--- src/rtl/wb_stage.sv ---
// Write-back stage: holds one LS-stage result, selects the architectural value,
// drives the register-file write port, forwards to LS, counts retires, halts on ebreak.
module wb_stage #(
  parameter int XLEN     = 64,
  parameter int INST_LEN = 32
) (
  input  logic                clk,
  input  logic                rst_n,
  input  logic                ls_valid_i,
  output logic                ls_ready_o,
  input  logic [XLEN-1:0]     pc_i,
  input  logic [INST_LEN-1:0] instr_i,
  input  logic [XLEN-1:0]     alures_i,
  input  logic [XLEN-1:0]     ls_res_i,
  input  logic [XLEN-1:0]     csr_data_i,
  input  logic                trap_i,
  input  logic                flush_i,
  input  logic                stall_i,
  output logic                rd_wen_o,
  output logic [4:0]          rd_addr_o,
  output logic [XLEN-1:0]     rd_data_o,
  output logic [XLEN-1:0]     wb_data_o,
  output logic [INST_LEN-1:0] instr_last_o,
  output logic                commit_o,
  output logic [XLEN-1:0]     commit_pc_o,
  output logic [63:0]         instret_o,
  output logic                halt_o
);

  localparam logic [INST_LEN-1:0] INSTR_NOP    = INST_LEN'(32'h0000_0013);
  localparam logic [INST_LEN-1:0] INSTR_EBREAK = INST_LEN'(32'h0010_0073);

  localparam logic [4:0] OPC_LOAD   = 5'b00000;
  localparam logic [4:0] OPC_STORE  = 5'b01000;
  localparam logic [4:0] OPC_BRANCH = 5'b11000;
  localparam logic [4:0] OPC_JALR   = 5'b11001;
  localparam logic [4:0] OPC_JAL    = 5'b11011;
  localparam logic [4:0] OPC_SYSTEM = 5'b11100;

  typedef enum logic [1:0] {
    ST_EMPTY  = 2'd0,
    ST_FULL   = 2'd1,
    ST_HALTED = 2'd2
  } state_t;

  state_t              r_state;
  state_t              w_state_nxt;
  logic [XLEN-1:0]     r_pc;
  logic [INST_LEN-1:0] r_instr;
  logic [XLEN-1:0]     r_alures;
  logic [XLEN-1:0]     r_ls_res;
  logic [XLEN-1:0]     r_csr_data;
  logic                r_trap;
  logic [63:0]         r_instret;

  logic                w_retire;
  logic                w_accept;
  logic                w_writes_rd;
  logic [XLEN-1:0]     w_wb_value;

  function automatic logic [XLEN-1:0] wb_select(
    input logic [INST_LEN-1:0] instr,
    input logic [XLEN-1:0]     pc,
    input logic [XLEN-1:0]     alures,
    input logic [XLEN-1:0]     ls_res,
    input logic [XLEN-1:0]     csr_data
  );
    logic [XLEN-1:0] val;
    val = alures;
    case (instr[6:2])
      OPC_LOAD:         val = ls_res;
      OPC_JAL, OPC_JALR: val = pc + XLEN'(4);
      OPC_SYSTEM:       if (instr[14:12] != 3'b000) val = csr_data;
      default:          val = alures;
    endcase
    return val;
  endfunction

  // Stores, branches and ecall/ebreak/mret-style system ops have no rd.
  function automatic logic writes_rd(input logic [INST_LEN-1:0] instr);
    logic wr;
    wr = 1'b1;
    case (instr[6:2])
      OPC_STORE, OPC_BRANCH: wr = 1'b0;
      OPC_SYSTEM:            wr = (instr[14:12] != 3'b000);
      default:               wr = 1'b1;
    endcase
    return wr;
  endfunction

  assign w_wb_value  = wb_select(r_instr, r_pc, r_alures, r_ls_res, r_csr_data);
  assign w_writes_rd = writes_rd(r_instr) & (r_instr[11:7] != 5'd0);
  assign w_accept    = ls_valid_i & ls_ready_o;
  assign instret_o   = r_instret;

  always_ff @(posedge clk or negedge rst_n) begin
    if (!rst_n) begin
      r_state <= ST_EMPTY;
    end else begin
      r_state <= w_state_nxt;
    end
  end

  always_comb begin
    w_state_nxt  = r_state;
    w_retire     = 1'b0;
    ls_ready_o   = 1'b0;
    commit_o     = 1'b0;
    commit_pc_o  = '0;
    rd_wen_o     = 1'b0;
    rd_addr_o    = '0;
    rd_data_o    = '0;
    wb_data_o    = '0;
    instr_last_o = INSTR_NOP;
    halt_o       = 1'b0;
    case (r_state)
      ST_EMPTY: begin
        ls_ready_o = 1'b1;
        if (ls_valid_i) w_state_nxt = ST_FULL;
      end
      ST_FULL: begin
        // Forwarding stays live while stalled so LS can resolve load->store hazards.
        w_retire     = ~stall_i & ~flush_i;
        ls_ready_o   = w_retire;
        commit_o     = w_retire;
        commit_pc_o  = w_retire ? r_pc : '0;
        rd_wen_o     = w_retire & w_writes_rd & ~r_trap;
        rd_addr_o    = r_instr[11:7];
        rd_data_o    = w_wb_value;
        wb_data_o    = w_wb_value;
        instr_last_o = r_instr;
        if (flush_i) begin
          w_state_nxt = ST_EMPTY;
        end else if (w_retire) begin
          if (r_instr == INSTR_EBREAK) w_state_nxt = ST_HALTED;
          else if (ls_valid_i)         w_state_nxt = ST_FULL;
          else                         w_state_nxt = ST_EMPTY;
        end
      end
      ST_HALTED: begin
        halt_o = 1'b1;
      end
      default: begin
        w_state_nxt = ST_EMPTY;
      end
    endcase
  end

  // Stage capture: LS results latched on handshake
  always_ff @(posedge clk or negedge rst_n) begin
    if (!rst_n) begin
      r_pc       <= '0;
      r_instr    <= '0;
      r_alures   <= '0;
      r_ls_res   <= '0;
      r_csr_data <= '0;
      r_trap     <= 1'b0;
    end else if (w_accept) begin
      r_pc       <= pc_i;
      r_instr    <= instr_i;
      r_alures   <= alures_i;
      r_ls_res   <= ls_res_i;
      r_csr_data <= csr_data_i;
      r_trap     <= trap_i;
    end
  end

  always_ff @(posedge clk or negedge rst_n) begin
    if (!rst_n) begin
      r_instret <= '0;
    end else if (w_retire) begin
      r_instret <= r_instret + 64'd1;
    end
  end

endmodule

--- config.mk ---
export PLATFORM = sky130hd
export DESIGN_NAME = wb_stage
export DESIGN_NICKNAME = d
export VERILOG_FILES = /design/src/rtl/wb_stage.sv
export SDC_FILE = /design/constraint.sdc
export NUM_CORES = 1
export LEC_CHECK = 0
export BUFFER_PORTS_ARGS = -buffer_cell sky130_fd_sc_hd__buf_2
export CORE_AREA = 4 4 228 230
export DETAILED_ROUTE_END_ITERATION = 8
export DIE_AREA = 0 0 232 234
export GPL_TIMING_DRIVEN = 1
export MAX_ROUTING_LAYER = met4
export SYNTH_ARGS = -nofsm -noshare
export SYNTH_HDL_FRONTEND = slang
export SYNTH_SLANG_ARGS = --single-unit
--- constraint.sdc ---
create_clock -name clk -period 6.9 [get_ports clk]
set_input_delay 2.07 -clock clk [delete_from_list [all_inputs] [get_ports clk]]
set_output_delay 2.07 -clock clk [all_outputs]
set_load 0.02 [all_outputs]
**Word level (Yosys, flattened, before mapping)**

Cells that the tools add are included.

- Bits in registers: 355
- Output and inout bits: 297
- Word-level logic and storage cells: 54

- Add/subtract/negate cells: 2
- Eq/ne operators: 10
- Multiplexer cells: 18
- Bitwise gates (word level): 9
- Reduce and logical (&&, ||, !) cells: 7

Operators by type and width:

| operator | number |
|---|---|
| 64-bit 2-to-1 mux | 4 |
| 64-bit one-hot mux with 3 select lines | 1 |
| 64-bit by 1-bit adder with 64-bit output (second input constant) | 1 |
| 64-bit by 3-bit adder with 64-bit output (second input constant) | 1 |
| 32-bit by 21-bit equality test with 1-bit output (second input constant) | 1 |
| 32-bit 2-to-1 mux | 1 |
| 5-bit equality test (second input constant) | 4 |
| 2-bit 2-to-1 mux | 4 |
| 2-bit one-hot mux with 3 select lines | 1 |
| 1-bit bitwise AND | 5 |
| 5-bit by 4-bit equality test with 1-bit output (second input constant) | 1 |
| 5-bit logical NOT | 1 |
| 5-bit 2-to-1 mux | 1 |
| 5-bit nonzero test | 1 |
| 1-bit 2-to-1 mux | 4 |
| 1-bit inverter | 4 |
| 1-bit one-hot mux with 2 select lines | 2 |
| 2-bit OR reduction | 2 |
| 3-bit inequality test (second input constant) | 1 |
| 3-bit AND reduction | 1 |
| 3-bit nonzero test | 1 |
| 2-bit by 1-bit equality test with 1-bit output (second input constant) | 1 |
| 2-bit equality test (second input constant) | 1 |
| 2-bit logical NOT | 1 |
| 2-bit inequality test (second input constant) | 1 |

**Longest topological paths before layout**

Gate-level depths: netlist of run 1.

- Depth in word-level cells: 7
- Depth in mapped cells: 8
- Depth with buffers taken out: 6

**Worst setup path before layout of run 1**

OpenSTA, ideal clock, no wires.

- Kind: input to output
- From: in flush_i
- To: out commit_pc_o[55]
- Arrival time: 3.509 ns
- Required time: 4.830 ns
- Slack: 1.321 ns
- Stages: 5
- Path buffers: 2
- Path through: or4b_1 buf_6 clkinv_1 clkbuf_1 and2_1

- Cells in the longest elaborated chain, start to end: 4

Ends and longest elaborated chain:

| element | RTL line | RTL |
|---|---|---|
| start, declared | 17 | `input logic flush_i,` |
| 1-bit inverter | 123 | `w_retire = ~stall_i & ~flush_i;` |
| 1-bit bitwise AND | 123 |  |
| 64-bit 2-to-1 mux | 126 | `commit_pc_o = w_retire ? r_pc : '0;` |
| 64-bit 2-to-1 mux | 116 | `case (r_state)` |
| end, declared | 25 | `output logic [XLEN-1:0] commit_pc_o,` |

Every way passes these cells.

**Final worst setup path of run 1**

- From: in flush_i
- To: out commit_pc_o[59]

The elaborated chain is that of the path after synthesis.

==> results of run 1 <==
-- path summary, 6_finish.rpt --
check	slack, ns	end	startpoint	cells after the start
max	0.80	commit_pc_o[59]	flush_i	7
min	0.47	instret_o[63]	instret_o[63]	1
max reg2reg	4.16	instret_o[10]	r_state[1]	8
min reg2reg	0.47	instret_o[63]	instret_o[63]	1
max in group asynchronous	4.15	r_alures[14]	rst_n	2
min in group asynchronous	1.46	r_alures[46]	rst_n	1
-- final cells by class --
cell class              instances  area [um2]
fillers                      4763       26890
flip-flops and latches        355        8884
multi-input cells            1093        8421
repair buffers                617        3228
clock buffers                  60        1261
well taps                     672       840.8
clock inverters                18       216.5
inverters                      22       82.58
diodes                         14       35.03
-- kinds of logic (layout without fill, tap and decap cells) --
family | Yosys count | in the layout | synth area share, %
xor gates and xnor gates | 83 | 83 | 3.973
muxes | 285 | 285 | 17.51
other | 0 | 14 | 0
DFF | 355 | 355 | 48.56
AOI/OAI and AO/OA | 182 | 182 | 7.318
buffers and inverters | 196 | 717 | 5.793
and+or+nand+nor | 541 | 541 | 16.71
adders and majority gates | 2 | 2 | 0.1368
-- synth_stat cells, types with 3 or more instances --
master / n / area (um2)
clkbuf_1: 66 / 247.7
nor2_1: 47 / 176.4
xnor2_1: 39 / 341.6
nand3_1: 61 / 305.3
inv_1: 21 / 78.83
o31a_1: 3 / 26.28
buf_1: 4 / 15.01
o22ai_1: 12 / 75.07
and4_1: 6 / 52.55
and3_1: 21 / 131.4
a222oi_1: 47 / 470.5
nand4b_1: 3 / 26.28
and2_1: 94 / 588.1
mux2_2: 280 / 3153
o21a_1: 3 / 22.52
nand4_1: 68 / 425.4
a221oi_1: 12 / 105.1
nor4_2: 3 / 37.54
o21ai_0: 25 / 125.1
buf_2: 32 / 160.2
a31oi_1: 6 / 37.54
xor2_1: 44 / 385.4
dfrtp_1: 355 / 8884
or2_2: 5 / 31.28
a21oi_1: 34 / 170.2
or4_1: 31 / 232.7
o211ai_1: 32 / 240.2
or3_1: 9 / 56.30
nand2b_1: 7 / 43.79
nor4_1: 29 / 181.4
nor3_1: 45 / 225.2
buf_4: 69 / 518.0
nand2_1: 97 / 364.1
mux2i_1: 5 / 50.05
-- routing by layer --
layer | GRT usage [%] | up-vias
met5 | - | -
met4 | 6.538 | 0
met3 | 5.029 | 94
met2 | 41.76 | 670
met1 | 31.03 | 7880
li1 | - | 7001
-- cells in the final DEF (no fill, tap or decap), drive strengths merged, types with 3 or more instances in the layout --
cell and n:
nand4b 3, clkinv 11, o31a 3, buf 617, a221oi 12, mux2 280
nor2 47, nor3 46, a21oi 34, mux2i 5, o21ai 25, bufinv 4
a31oi 6, and4 6, nand2b 7, o211ai 32, o21a 3, xor2 44
and2 95, inv 25, o22ai 12, nand4 70, dfrtp 355, nand2 97
or4b 3, and3 21, nor4 34, clkbuf 60, xnor2 39, or4 32
or2 5, a222oi 47, or3 9, diode 14, nand3 61
-- power breakdown --
| part | switching, mW | internal, mW |
|---|---|---|
| Clock | 0.923 | 1.43 |
| Sequential | 0.300 | 2.38 |
| Combinational | 0.861 | 0.610 |
| Total | 2.08 | 4.42 |
-- registers in the layout, summed over array words and instances, names as in the netlist --
name / cells
r_state: 2
r_alures: 64
instret_o: 64
r_ls_res: 64
r_trap: 1
r_instr: 32
r_csr_data: 64
r_pc: 64
-- through the flow --
stage,power [mW],instances,util [%]
6_report,6.503,2851,46.06
5_1_grt,6.796,2851,46.06
4_1_cts,6.566,2837,45.99
3_5_place_dp,4.190,2759,43.03
3_3_place_gp,4.167,2759,43.03
2_1_floorplan,3.615,1644,-
==> metrics.yaml, run 1 <==
crit_arrival_ns: 4.03
place.gp.congestion: 0.8739
place_ws_ns: 0.7984
cp-end-kind: "primary output"
crit_top_cell: "buf_2"
power_density_nw_per_um2: 283.1
syn2layout_area_growth_pct: 25.54
ys_seq_area_share_pct: 48.56
finClkSkew_ns: 0.01824
drcViolationCount: 0
antenna_left: 0
routed_wl_mm: 67.78
critPathMaxFanout: 36
path_cells: "buf_2 -> or4b_1 -> buf_4 -> inv_2 -> buf_12 -> and2_1 -> buf_2"
highest_layer: "met4"
clkTransAtPathRegs_ns: 0.06
clk_latency_ns: 0.56
run_status: "complete, no violations"
htreeDepth: 2
cts_made_buffers: 43
gr-total-overflow: 0
vias: 15650
die_w_um: 232
rsz0062_at_grt: "no"
grt_max_degree: 124
placed_cell_area_um2: 21460
coreArea_um2: 49860
clock_path_buffers: 3
wl_met2_mm: 33.66
cts_tree: "done"
fin_crit_sh_pct: 88.39
die_h_um: 234
antenna_found_initial: 17
hold_viol: 0
holdWs_ns: 0.4699
grt_pass1_vias: 16120
synth_nets: 1940
synth-edff-count: 0
cts.repair.resized: 0
syn_inst: 1644
wl_met1_mm: 27.85
syn_area_um2: 18300
hold_buffers: 0
drt_iter0_markers: 1231
slowest_delay_ns: 0.50
grt_usage_pct: 24.90
vias_per_cell: 5.488
peakVddDrop_v: 0.0001997
setup.worst_path.class: "in -> out"
fin_ws_ns: 0.8013
fmax_mhz: 164.0
maxCapViolCount: 0
path_delay_family: "buffers and inverters"
drive_gt1_share_pct: 46.05
syn_avg_cell_area_um2: 11.13
async_flop_share_pct: 100.0
pin_count: 591
synth_seq_cells: 355
final_nets: 2428
synth_ff_type: "dfrtp_1"
hp-class: "reg -> reg"
met3WireLength_mm: 4.878
cp_data_required_time_ns: 4.83
path_buf_inv: 5
die_area_um2: 54290
fin_tns_setup_ns: 0
drtPass1Iterations: 7
clock_sinks: 355
final_area_um2: 22970
post_drt_wl_per_cell_um: 23.77
synth_cell_types: 56
cp-start-kind: "primary input"
rows: 82
grt_pass1_wl_mm: 100.0
yosysWarnings: 0
p_leak_nw: 10.66
start_util_pct: 36.69
worstMarginPinSlew_ns: 1.257
cts_setup_buffers: 0
period_minus_slack_ns: 6.099
numPortBuffers: 590
relSlewSlack_pct: 15.90
setup_viol: 0
cts_root_buf: "clkbuf_16"
slowest_stage: "or4b_1"
maxSlewViolCount: 0
place_hpwl_mm: 50.49
No activity file was read; power rests on OpenSTA's default activity.
==> run 2, diff against run 1 <==
--- a/config.mk
+++ b/config.mk
@@ -6,11 +6,14 @@
 export NUM_CORES = 1
 export LEC_CHECK = 0
 export BUFFER_PORTS_ARGS = -buffer_cell sky130_fd_sc_hd__buf_2
-export CORE_AREA = 4 4 228 230
+export CELL_PAD_IN_SITES_DETAIL_PLACEMENT = 1
+export CELL_PAD_IN_SITES_GLOBAL_PLACEMENT = 2
+export CORE_ASPECT_RATIO = 2
+export CORE_UTILIZATION = 34
 export DETAILED_ROUTE_END_ITERATION = 8
-export DIE_AREA = 0 0 232 234
 export GPL_TIMING_DRIVEN = 1
 export MAX_ROUTING_LAYER = met4
+export PLACE_DENSITY_LB_ADDON = 0.1
 export SYNTH_ARGS = -nofsm -noshare
 export SYNTH_HDL_FRONTEND = slang
 export SYNTH_SLANG_ARGS = --single-unit
==> run 2 against run 1 <==
  * The run now ends with DRC left
  * Cell area is 0.86% lower
  * Clock skew is 0.0030 ns higher
  * Routed wire length rose by 8.0%
  * Clock-buffer cell count fell by 5
  * Global-route usage rose by 2.4 points
  * Non-clock buffer count shrank 4
  * Critical path depth down 1
  * Sequential share of layout area rose by 0.34 points
  * Combinational power about the same
  * Final cell count shrank 0.42%
  * Largest power group unchanged
==> metrics.yaml, run 2 (synthesis gave the netlist of run 1 again) <==
total_power_mw: 6.362
antenna_left: 0
hold_viol: 0
numPortBuffers: 590
fin_tns_setup_ns: 0
path_delay_family: "simple AND/OR/NAND/NOR gates"
rsz0062_at_grt: "no"
period_minus_slack_ns: 5.947
hold_buffers: 0
crit_top_cell: "buf_2"
final_nets: 2418
grt_pass1_wl_mm: 107.5
layout_commonest_cell: "buf_2"
placed_cell_area_um2: 21430
slowest_stage: "or4b_1"
cts_tree: "done"
rrSetupSlack_ns: 3.84
run_status: "finished, violations left"
fmax_mhz: 168.2
crit_arrival_ns: 3.88
cp_data_required_time_ns: 4.83
critPathMaxFanout: 54
cts_made_buffers: 37
drt_iter0_markers: 1034
relSlewSlack_pct: 28.64
cts_root_buf: "clkbuf_16"
pin_count: 591
rows: 119
hp-class: "reg -> reg"
finClkSkew_ns: 0.02123
start_util_pct: 34.61
path_buf_inv: 4
drtPass1Iterations: 9
grt_max_degree: 167
place.gp.congestion: 0.8217
cts_setup_buffers: 0
path_cells: "buf_2 -> or4b_1 -> inv_2 -> buf_12 -> and2_1 -> buf_2"
place_inst: 2748
place_hpwl_mm: 55.72
grt_usage_pct: 27.27
die_area_um2: 54800
final_cell_mix: "buf_2 (589), dfrtp_1 (355), mux2_2 (280)"
cp-start-kind: "primary input"
setup_viol: 0
coreArea_um2: 52860
maxSlewViolCount: 0
final_area_um2: 22770
drive_gt1_share_pct: 45.42
worstMarginPinSlew_ns: 1.066
vias: 15520
maxCapViolCount: 0
cp-end-kind: "primary output"
peakVddDrop_v: 0.0001743
violations: "DRC"
cts.repair.resized: 0
die_w_um: 166.0
fin_crit_sh_pct: 86.19
p_leak_nw: 10.53
syn2layout_area_growth_pct: 24.46
post_drt_wl_per_cell_um: 25.79
antenna_found_initial: 23
holdWs_ns: 0.4728
clkTransAtPathRegs_ns: 0.06
htreeDepth: 2
drcViolationCount: 92
grt_pass1_vias: 16570
gr-total-overflow: 0
clk_latency_ns: 0.55
final_cells: 2839
setup.worst_path.class: "in -> out"
power_density_nw_per_um2: 279.4
slowest_delay_ns: 0.69
vias_per_cell: 5.468
clock_path_buffers: 3
die_h_um: 330.1
clock_sinks: 355
routed_wl_mm: 73.21
[run 2: cell count changes in the layout (fill, tap and decap cells not counted), moves of 4 or more]
cell       previous run  this run
buf_4                22        17
clkbuf_8             10         5
clkinv_2              9         5
clkbuf_1              6        11
diode_2              14        23
clkbuf_16            44        39
[run 2: routing by layer]
| metal | up-vias | track usage, % | share of wire [%] |
|---|---|---|---|
| met5 | - | - | 0 |
| met4 | 0 | 14.81 | 5.2 |
| met3 | 135 | 5.428 | 6.3 |
| met2 | 600 | 47.87 | 52 |
| met1 | 7829 | 28.72 | 36 |
| li1 | 6959 | - | - |
[run 2: worst reg2reg max path, stage by stage (launching register included)]
cell	delay [ns]
dfrtp_1	0.47
or4b_1	0.70
buf_4	0.29
nor4_4	0.34
nand4_4	0.43
nor4_1	0.52
xor2_1	0.20
[run 2: cell type report]
cell class,instances,area (um2)
diodes,23,57.56
clock buffers,55,1086
clock inverters,13,200.2
fillers,6062,30090
inverters,22,82.58
multi-input cells,1093,8418
flip-flops and latches,355,8884
well taps,665,832.0
repair buffers,613,3211
[run 2: per-stage QoR]
stage	setup WS [ns]	util, %
2_1_floorplan	1.321	-
3_5_place_dp	0.9405	40.54
5_1_grt	0.8228	43.07
3_3_place_gp	0.9655	40.54
4_1_cts	0.9330	42.97
6_report	0.9530	43.08
[run 2: path summary, 6_finish.rpt]
kind | startpoint | end | cells after the start
worst max-delay path | flush_i | commit_pc_o[1] | 6
max in group asynchronous | rst_n | r_alures[55] | 2
worst min register to register | instret_o[63] | instret_o[63] | 1
min in group asynchronous | rst_n | instret_o[38] | 1
worst max register to register | r_state[1] | instret_o[55] | 6
worst min-delay path | instret_o[63] | instret_o[63] | 1
[run 2: report_power, final]
| group | switching, mW | internal [mW] |
|---|---|---|
| registers | 0.315 | 2.38 |
| logic | 0.887 | 0.610 |
| clock network | 0.888 | 1.28 |
| total | 2.09 | 4.27 |
==> run 3, diff against run 2 <==
--- a/config.mk
+++ b/config.mk
@@ -13,7 +13,7 @@
 export DETAILED_ROUTE_END_ITERATION = 8
 export GPL_TIMING_DRIVEN = 1
 export MAX_ROUTING_LAYER = met4
-export PLACE_DENSITY_LB_ADDON = 0.1
+export PLACE_DENSITY = 0.95
 export SYNTH_ARGS = -nofsm -noshare
 export SYNTH_HDL_FRONTEND = slang
 export SYNTH_SLANG_ARGS = --single-unit
==> run 3 against run 2 <==
  * The flow still finishes with violations (DRC)
  * Highest routed layer unchanged
  * Clock skew shrank 0.0066 ns
  * Via count is 2.2% higher
  * Combinational power about the same
  * Hold slack improved by 0.0028 ns
==> metrics.yaml, run 3 (synthesis gave the netlist of run 1 again) <==
clk_latency_ns: 0.55
grt_pass1_wl_mm: 108.7
htreeDepth: 2
layout_commonest_cell: "buf_2"
cp-end-kind: "primary output"
final_nets: 2417
relSlewSlack_pct: 25.42
peakVddDrop_v: 0.0002235
clkTransAtPathRegs_ns: 0.06
clock_path_buffers: 3
start_util_pct: 34.61
numPortBuffers: 590
cp-start-kind: "flip-flop"
antenna_left: 0
path_delay_family: "simple AND/OR/NAND/NOR gates"
drcViolationCount: 82
drtPass1Iterations: 9
cts_tree: "done"
p_leak_nw: 10.46
place.gp.congestion: 0.8781
pin_count: 591
drt_iter0_markers: 1221
path_buf_inv: 1
hp-class: "reg -> reg"
vias: 15870
setup_viol: 0
final_cell_mix: "buf_2 (589), dfrtp_1 (355), mux2_2 (280)"
final_cells: 2823
vias_per_cell: 5.620
path_cells: "nand4_1 -> nor4_2 -> nand4_1 -> or4_1 -> nand3_1 -> buf_2"
die_w_um: 166.0
cts_setup_buffers: 0
rows: 119
die_h_um: 330.1
setup.worst_path.class: "reg -> out"
maxCapViolCount: 0
place_inst: 2749
fin_tns_setup_ns: 0
rsz0062_at_grt: "no"
slowest_delay_ns: 1.04
routed_wl_mm: 73.01
hold_buffers: 0
coreArea_um2: 52860
power_density_nw_per_um2: 273.4
critPathMaxFanout: 11
period_minus_slack_ns: 6.032
syn2layout_area_growth_pct: 23.53
cp_data_required_time_ns: 4.83
place_hpwl_mm: 54.73
worstMarginPinSlew_ns: 1.109
run_status: "finished, violations left"
die_area_um2: 54800
hold_viol: 0
violations: "DRC"
antenna_found_initial: 15
fmax_mhz: 165.8
cts_root_buf: "clkbuf_16"
slowest_stage: "nor4_2"
grt_max_degree: 135
finClkSkew_ns: 0.01468
maxSlewViolCount: 0
crit_arrival_ns: 3.96
drive_gt1_share_pct: 45.45
cts_made_buffers: 35
grt_usage_pct: 27.17
fin_util_pct: 42.76
fin_crit_sh_pct: 87.42
crit_top_cell: "nand4_1"
total_power_mw: 6.180
post_drt_wl_per_cell_um: 25.86
gr-total-overflow: 0
fillers: 5964
clock_sinks: 355
cts.repair.resized: 0
grt_pass1_vias: 17200
run 3: changes by cell type in the layout (fill, tap and decap cells not counted), sizes merged:
cell,change
diode,-8
buf,+1
bufinv,-4
clkbuf,-2
clkinv,-2
inv,-1
run 3: power by group:
group	switching [mW]	internal, mW	total [mW]
combinational	0.909	0.611	1.52
sequential	0.318	2.38	2.70
clock	0.860	1.10	1.96
run 3: cell type report:
class                   instances  area, um2  share of cell area (%)
clock inverters                 6      72.57                  0.3211
clock buffers                  53       1065                   4.712
diodes                         15      37.54                  0.1661
repair buffers                614       3206                   14.18
flip-flops and latches        355       8884                   39.31
well taps                     665      832.0                   3.682
inverters                      22      82.58                  0.3654
multi-input cells            1093       8421                   37.26
run 3: worst paths after layout:
check                               from       endpoint  slack [ns]  cells past startpoint
min                        instret_o[63]  instret_o[63]        0.48                      1
min reg2reg                instret_o[63]  instret_o[63]        0.48                      1
max reg2reg                   r_state[1]  instret_o[42]        3.84                      6
max in group asynchronous          rst_n     r_instr[9]        3.99                      2
min in group asynchronous          rst_n  instret_o[54]        1.56                      1
max                             r_pc[32]  rd_data_o[59]        0.87                      6
run 3: layer usage:
layer	share of wire [%]	GRT usage, %	wire [um]	vias to the layer above
li1	-	-	-	6943
met1	38	30.54	27630	8143
met2	53	48.49	38870	655
met3	5.4	3.355	3927	125
met4	3.5	11.42	2583	0
met5	0	-	0	-
run 3: per-stage QoR:
stage	worst slack (ns)	instance area (um2)	hold slack, ns
2_1_floorplan	1.321	18300	0.4716
4_1_cts	0.8679	22560	0.4751
5_1_grt	0.6091	22600	0.5059
3_3_place_gp	1.084	21420	0.4574
6_report	0.8681	22600	0.4756
3_5_place_dp	0.9835	21420	0.4631
